<file path="config.mk">
export PLATFORM = sky130hd
export DESIGN_NAME = counter_seq_ctrl_flat
export DESIGN_NICKNAME = d
export VERILOG_FILES = /design/src/rtl/counter_seq_ctrl_if.sv /design/src/rtl/counter_seq_ctrl.sv /design/src/flat_wrapper.sv
export SDC_FILE = /design/constraint.sdc
export NUM_CORES = 1
export LEC_CHECK = 0
export ABC_AREA = 1
export BUFFER_PORTS_ARGS = -buffer_cell sky130_fd_sc_hd__buf_2
export CAP_MARGIN = 10
export CORE_MARGIN = 2
export CORE_UTILIZATION = 45
export CTS_BUF_LIST = sky130_fd_sc_hd__clkbuf_4 sky130_fd_sc_hd__clkbuf_8
export DETAILED_ROUTE_END_ITERATION = 8
export GPL_ROUTABILITY_DRIVEN = 0
export GPL_TIMING_DRIVEN = 0
export SYNTH_ARGS = -nofsm -noshare
export SYNTH_HDL_FRONTEND = slang
export SYNTH_SLANG_ARGS = --single-unit
</file>
<file path="constraint.sdc">
create_clock -name clk -period 4.38 [get_ports clk]
set_clock_uncertainty 0.1 [all_clocks]
set_input_delay 0.438 -clock clk [delete_from_list [all_inputs] [get_ports clk]]
set_output_delay 0.438 -clock clk [all_outputs]
set_load 0.05 [all_outputs]
</file>
<file path="src/rtl/counter_seq_ctrl_if.sv">
// Handshake/status bundle between test/control logic (master) and the
// counter sequencer (slave).
interface counter_seq_ctrl_if #(
    parameter int CW = 4
);
    logic          start_i;
    logic [CW-1:0] len_i;
    logic          abort_i;
    logic          busy_o;
    logic          done_o;
    logic          cnt_clr_o;
    logic          cnt_inc_o;
    logic [CW-1:0] cnt_o;
    logic [2:0]    state_o;

    modport master (
        output start_i, len_i, abort_i,
        input  busy_o, done_o, cnt_clr_o, cnt_inc_o, cnt_o, state_o
    );

    modport slave (
        input  start_i, len_i, abort_i,
        output busy_o, done_o, cnt_clr_o, cnt_inc_o, cnt_o, state_o
    );
endinterface

</file>
<file path="src/rtl/counter_seq_ctrl.sv">
// Counter sequencer: clear -> settle -> count-N -> done, owning the counter.
// Optional macro SEQ_ASSERT_EN compiles in concurrent protocol assertions.
module counter_seq_ctrl #(
    parameter int CW         = 4,
    parameter int HOLD_CYC   = 1,
    parameter int SETTLE_CYC = 2
) (
    input  logic                clk,
    input  logic                rst,
    counter_seq_ctrl_if.slave   bus
);
    localparam int TW = 16;

    typedef enum logic [2:0] {
        ST_IDLE   = 3'd0,
        ST_CLEAR  = 3'd1,
        ST_SETTLE = 3'd2,
        ST_COUNT  = 3'd3,
        ST_DONE   = 3'd4
    } state_t;

    state_t          state_q, state_d;
    logic [TW-1:0]   timer_q, timer_d;
    logic [CW-1:0]   cnt_q, cnt_d;
    logic [CW-1:0]   len_q, len_d;
    logic            busy_q, done_q, clr_q, inc_q;

    // Next-state, counter and timer logic; abort overrides everything else.
    always_comb begin
        state_d = state_q;
        timer_d = '0;
        cnt_d   = cnt_q;
        len_d   = len_q;
        case (state_q)
            ST_IDLE: begin
                if (bus.start_i) begin
                    len_d   = bus.len_i;
                    cnt_d   = '0;
                    state_d = ST_CLEAR;
                end
            end
            ST_CLEAR: begin
                cnt_d = '0;
                if (timer_q == TW'(HOLD_CYC - 1)) begin
                    if (SETTLE_CYC != 0)
                        state_d = ST_SETTLE;
                    else if (len_q == '0)
                        state_d = ST_DONE;
                    else
                        state_d = ST_COUNT;
                end else begin
                    timer_d = timer_q + TW'(1);
                end
            end
            ST_SETTLE: begin
                cnt_d = '0;
                if (timer_q == TW'(SETTLE_CYC - 1)) begin
                    state_d = (len_q == '0) ? ST_DONE : ST_COUNT;
                end else begin
                    timer_d = timer_q + TW'(1);
                end
            end
            ST_COUNT: begin
                // The edge that brings cnt up to len_q also leaves COUNT.
                cnt_d = cnt_q + CW'(1);
                if ((cnt_q + CW'(1)) == len_q)
                    state_d = ST_DONE;
            end
            ST_DONE: begin
                state_d = ST_IDLE;
            end
            default: begin
                state_d = ST_IDLE;
            end
        endcase
        if (bus.abort_i && (state_q != ST_IDLE)) begin
            state_d = ST_IDLE;
            cnt_d   = '0;
            timer_d = '0;
        end
    end

    // State, counter and registered output decodes (aligned with state_o).
    always_ff @(posedge clk) begin
        if (rst) begin
            state_q <= ST_IDLE;
            timer_q <= '0;
            cnt_q   <= '0;
            len_q   <= '0;
            busy_q  <= 1'b0;
            done_q  <= 1'b0;
            clr_q   <= 1'b0;
            inc_q   <= 1'b0;
        end else begin
            state_q <= state_d;
            timer_q <= timer_d;
            cnt_q   <= cnt_d;
            len_q   <= len_d;
            busy_q  <= (state_d != ST_IDLE);
            done_q  <= (state_d == ST_DONE);
            clr_q   <= (state_d == ST_CLEAR);
            inc_q   <= (state_d == ST_COUNT);
        end
    end

    assign bus.state_o   = state_q;
    assign bus.cnt_o     = cnt_q;
    assign bus.busy_o    = busy_q;
    assign bus.done_o    = done_q;
    assign bus.cnt_clr_o = clr_q;
    assign bus.cnt_inc_o = inc_q;

`ifdef SEQ_ASSERT_EN
    a_settle_zero: assert property (@(posedge clk) disable iff (rst || bus.abort_i)
        (state_q == ST_SETTLE) |-> (cnt_q == '0))
        else $error("cnt_o nonzero during SETTLE");

    a_count_first_zero: assert property (@(posedge clk) disable iff (rst || bus.abort_i)
        ((state_q == ST_COUNT) && ($past(state_q) != ST_COUNT)) |-> (cnt_q == '0))
        else $error("cnt_o nonzero on first COUNT cycle");

    a_done_single: assert property (@(posedge clk) disable iff (rst || bus.abort_i)
        done_q |=> !done_q)
        else $error("done_o high for two consecutive cycles");

    a_cnt_bound: assert property (@(posedge clk) disable iff (rst || bus.abort_i)
        busy_q |-> (cnt_q <= len_q))
        else $error("cnt_o exceeds len_q while busy");

    a_clr_inc_excl: assert property (@(posedge clk) disable iff (rst || bus.abort_i)
        !(clr_q && inc_q))
        else $error("cnt_clr_o and cnt_inc_o high together");

    a_start_clear: assert property (@(posedge clk) disable iff (rst || bus.abort_i)
        (bus.start_i && (state_q == ST_IDLE)) |=> clr_q)
        else $error("accepted start not followed by cnt_clr_o");
`endif
endmodule

</file>
<file path="src/flat_wrapper.sv">
// flat-port wrapper written by rule: the top's interface ports become plain ports
module counter_seq_ctrl_flat 
#(
    parameter int CW         = 4,
    parameter int HOLD_CYC   = 1,
    parameter int SETTLE_CYC = 2
)
  (clk, rst, bus_start_i, bus_len_i, bus_abort_i, bus_busy_o, bus_done_o, bus_cnt_clr_o, bus_cnt_inc_o, bus_cnt_o, bus_state_o);
  counter_seq_ctrl_if #(.CW(CW)) bus_i ();
  input  logic clk;
  input  logic rst;
  input wire logic [$bits(bus_i.start_i)-1:0] bus_start_i;
  input wire logic [$bits(bus_i.len_i)-1:0] bus_len_i;
  input wire logic [$bits(bus_i.abort_i)-1:0] bus_abort_i;
  output wire logic [$bits(bus_i.busy_o)-1:0] bus_busy_o;
  output wire logic [$bits(bus_i.done_o)-1:0] bus_done_o;
  output wire logic [$bits(bus_i.cnt_clr_o)-1:0] bus_cnt_clr_o;
  output wire logic [$bits(bus_i.cnt_inc_o)-1:0] bus_cnt_inc_o;
  output wire logic [$bits(bus_i.cnt_o)-1:0] bus_cnt_o;
  output wire logic [$bits(bus_i.state_o)-1:0] bus_state_o;
  assign bus_i.start_i = bus_start_i;
  assign bus_i.len_i = bus_len_i;
  assign bus_i.abort_i = bus_abort_i;
  assign bus_busy_o = bus_i.busy_o;
  assign bus_done_o = bus_i.done_o;
  assign bus_cnt_clr_o = bus_i.cnt_clr_o;
  assign bus_cnt_inc_o = bus_i.cnt_inc_o;
  assign bus_cnt_o = bus_i.cnt_o;
  assign bus_state_o = bus_i.state_o;
  counter_seq_ctrl #(.CW(CW), .HOLD_CYC(HOLD_CYC), .SETTLE_CYC(SETTLE_CYC)) u_core (.clk(clk), .rst(rst), .bus(bus_i));
endmodule
</file>
==> metrics.sh <==
CLOCK-SINKS=31
BUFFERS_FROM_CLOCK_ROOT_TO_SINK_AT_MOST=2
WORSTSETUPSTARTPOINTTYPE='flop'
GRT_PASS1_WL_UM=5020
MULTI_INPUT_COMB_AREA_UM2=802
FP-ROW-COUNT=21
DETAILED_ROUTE_WL_UM=2790
INITIALDRTVIOLATIONCOUNT=54
GR-USAGE-MET1_PCT=18.1
OUTCOME='complete, no violations'
CLK_LATENCY_PS=340
MIN_DELAY_WORST_ENDPOINT='u_core.len_q[0]'
WORST_EP_REQUIRED_TIME_PS=4510
HOLD_VIOL=0
CRITPATHCAPTURETYPE='flop'
GRT_START_MAX_NET_PINS=11
TOTAL_GR_OVERFLOW=0
GRT_ANTENNA_BEFORE_REPAIR=0
REGTOREGSETUPSLACK_PS=2670
YS_SEQ_AREA_SHARE_PCT=40.0
REGTOREGENDPOINT='u_core.bus.busy_o'
SYNTH_CELL_TYPE_COUNT=25
FIRST_PASS_ITERS=4
TIMING.HOLD.WORST.START='bus_len_i[0]'
MAXSLEWVIOLCOUNT=0
PEAKVDDDROP_V=0.000177
ROOT_BUFFER='sky130_fd_sc_hd__clkbuf_4'
CTS.REPAIR_TIMING.SETUP_BUFFER_COUNT=0
GLOBAL_ROUTE.USAGE.TOTAL_PCT=16.4
SYNTH.CELL_AREA_UM2=1550
RSZ_0062_RAISED_AFTER_GLOBAL_ROUTING='false'
CTSRESIZECOUNT=0
CP_MAX_FO=7
DRIVE_ABOVE_1_SHARE_PCT=14.2
CORE_UM2=3310
WORST-R2R-CELL-COUNT=9
DOMINANTREGCELLSYNTH='sky130_fd_sc_hd__dfxtp_1'
CELLPOWERDENSITY_nW_PER_UM2=425
FINAL_MIN_PERIOD_OVER_CLOCK_PERIOD_PCT=39.0
GLOBAL_ROUTE.USAGE.MET3_PCT=6.13
GRT.BUSIEST_LAYER='met2'
CLOCK.FMAX_GHz=0.585
YOSYS-TOP-CELLS-AREA='sky130_fd_sc_hd__dfxtp_1, sky130_fd_sc_hd__nand2_1, sky130_fd_sc_hd__nor2_1'
DIE_HEIGHT_UM=62.7
TRITONCTS='yes'
SYNTH-ASYNC-RESET-RATIO_PCT=0
YOSYSWARNINGS=0
HTREE_LEVELS=2
SETUP_VIOLATIONS=0
SEQCELLAREA_UM2=621
YOSYS.CELL_COUNT.TOP_TYPE='sky130_fd_sc_hd__nand2_1'
CRITPATHKIND='reg -> reg'
VIAS=1338
RELSLEWSLACK_PCT=64.8
YOSYS.AREA.TOP_TYPE_SHARE_PCT=40.0
DIE_X_UM=62.7
CELL_TYPE_CONTRIBUTING_THE_MOST_TOTAL_CELL_AREA_AFTER_SYNTHESIS='sky130_fd_sc_hd__dfxtp_1'
LEAKAGEPOWER_nW=0.798
N_ANTENNA_CELL=0
TOTAL_OF_FLIP_FLOPS_PLUS_LATCHES_AFTER_SYNTHESIS=31
TIGHTEST_SLEW_PS=524
NUM_IO_PINS=19
DP_HPWL_UM=2160
GLOBAL_ROUTE_MET2_USAGE_PCT=28.0
VIA_PER_INST=4.57
DRT-WIRELENGTH-PER-CELL_UM=9.52
YS_TOP_CELLS_BY_COUNT='sky130_fd_sc_hd__nand2_1, sky130_fd_sc_hd__nor2_1, sky130_fd_sc_hd__dfxtp_1, sky130_fd_sc_hd__inv_1, sky130_fd_sc_hd__nand3_1'
TIMING.SETUP.TNS_PS=0
CTS_MADE_BUFFERS=5
POST_CTS_HOLD_BUFFER_COUNT=0
ANT_NETS=0
VIA_COUNT_OF_THE_FIRST_GLOBAL_ROUTING_PASS=1224
ROUTE.DETAILED.DRC=0
SYNTH.AVG_CELL_AREA_UM2=7.01
HOLDCRITPATHCLASS='in -> reg'
CRITPATHLAUNCH='u_core.bus.cnt_o[0]'
NUMBER_OF_FLOPS_MAPPED_TO_ENABLE_CELLS_BY_YOSYS=0
CTS.CLK_SLEW.WORST_PATHS_PS=100
COUNT_OF_PORT_BUFFERS_ADDED_DURING_PLACEMENT=18
MAX_CAP_VIOL_COUNT=0
NETLIST_INSTANCES=221
CRITICAL_PATH.REG2REG.STARTPOINT='u_core.bus.cnt_o[0]'
REPORT.POWER.TOTAL_mW=0.753
LAYOUT.FILLER_CELLS=344
LAYOUT_MIN_CYCLE_TIME_PS=1710
FINALNETCOUNT=258
DIE_AREA_UM2=3930
SYN-NUM-NETS=233
SYN_TO_FINAL_GROWTH_PCT=14.2
MIN_DELAY_PATH_DEPTH=3
INITIAL_CORE_UTIL_PCT=46.8
CP_DATA_ARRIVAL_TIME_PS=1840
-- how the worst max path moves through the flow --
stage	slack, ps	to	cells past startpoint
after floorplan	2460	u_core.bus.busy_o	9
after global placement	2650	u_core.bus.busy_o	8
after detailed placement	2650	u_core.bus.busy_o	9
after CTS	2650	u_core.bus.busy_o	9
after global routing	2390	u_core.timer_q[14]	8
final	2670	u_core.bus.busy_o	9
-- metrics by stage --
step           setup WS [ps]  instances  cell area (um^2)  hold WS [ps]  utilization [%]
2_1_floorplan           2460        221              1550           344                -
3_3_place_gp            2650        285              1700           365             51.3
3_5_place_dp            2650        285              1700           377             51.3
4_1_cts                 2650        293              1770           261             53.5
5_1_grt                 2390        293              1770           313             53.5
6_report                2670        293              1770           271             53.5
-- placed cells by master, fill, tap and decap left out, types with 2 or more instances in the layout --
cell type	Yosys	final
sky130_fd_sc_hd__nand2_1	50	50
sky130_fd_sc_hd__nor2_1	41	41
sky130_fd_sc_hd__inv_1	31	31
sky130_fd_sc_hd__dfxtp_1	31	31
sky130_fd_sc_hd__buf_2	0	18
sky130_fd_sc_hd__nand3_1	13	13
sky130_fd_sc_hd__a21oi_1	12	12
sky130_fd_sc_hd__o21ai_0	7	7
sky130_fd_sc_hd__clkbuf_4	0	6
sky130_fd_sc_hd__nor3_1	5	5
sky130_fd_sc_hd__xor2_1	5	5
sky130_fd_sc_hd__nand4_1	4	4
sky130_fd_sc_hd__xnor2_1	4	4
sky130_fd_sc_hd__ha_1	4	4
sky130_fd_sc_hd__nand3_2	2	2
sky130_fd_sc_hd__clkbuf_8	0	2
-- area by class of cell --
type,instances,share of cell area [%]
timing repair buffer,18,5.09
buffer,1,0.636
multi-input combinational,158,45.3
clock buffer,8,4.10
tap,46,3.25
sequential,31,35.1
inverter,31,6.57
-- power by group --
| group | switching [mW] | internal [mW] | total (mW) |
|---|---|---|---|
| clock | 0.0989 | 0.101 | 0.199 |
| combinational | 0.164 | 0.0656 | 0.230 |
| sequential | 0.0154 | 0.308 | 0.324 |
-- logic make-up (layout without fill, tap and decap cells) --
group | Yosys count | in the layout | share of synthesized area, %
simple gates | 121 | 121 | 34.5
buf+inv | 32 | 58 | 8.23
flops | 31 | 31 | 40.0
compound gates | 24 | 24 | 8.96
xor+xnor | 9 | 9 | 5.08
fa+ha+maj | 4 | 4 | 3.23
-- worst max-delay path: stages (launching register included) --
cell                      delay, ps
sky130_fd_sc_hd__dfxtp_1        470
sky130_fd_sc_hd__ha_1           300
sky130_fd_sc_hd__xnor2_1        130
sky130_fd_sc_hd__nand2_1         60
sky130_fd_sc_hd__nor2_1         110
sky130_fd_sc_hd__nand2_1         70
sky130_fd_sc_hd__nand2_1         80
sky130_fd_sc_hd__nand2_1         80
sky130_fd_sc_hd__nand3_1        120
sky130_fd_sc_hd__nand3_1         80
-- per-layer routing --
layer,vias to the layer above,share of wire [%]
met2,19,47
met3,6,4.6
met4,0,2.1
li1,751,-
met5,-,0
met1,562,47
-- state kept, by name (all words and copies together) (netlist names) --
register,flops
u_core.bus.cnt_inc_o,1
u_core.timer_q,16
u_core.len_q,4
u_core.bus.done_o,1
u_core.bus.busy_o,1
u_core.bus.state_o,3
u_core.bus.cnt_o,4
u_core.bus.cnt_clr_o,1
Power figures use the tool's default switching activity.
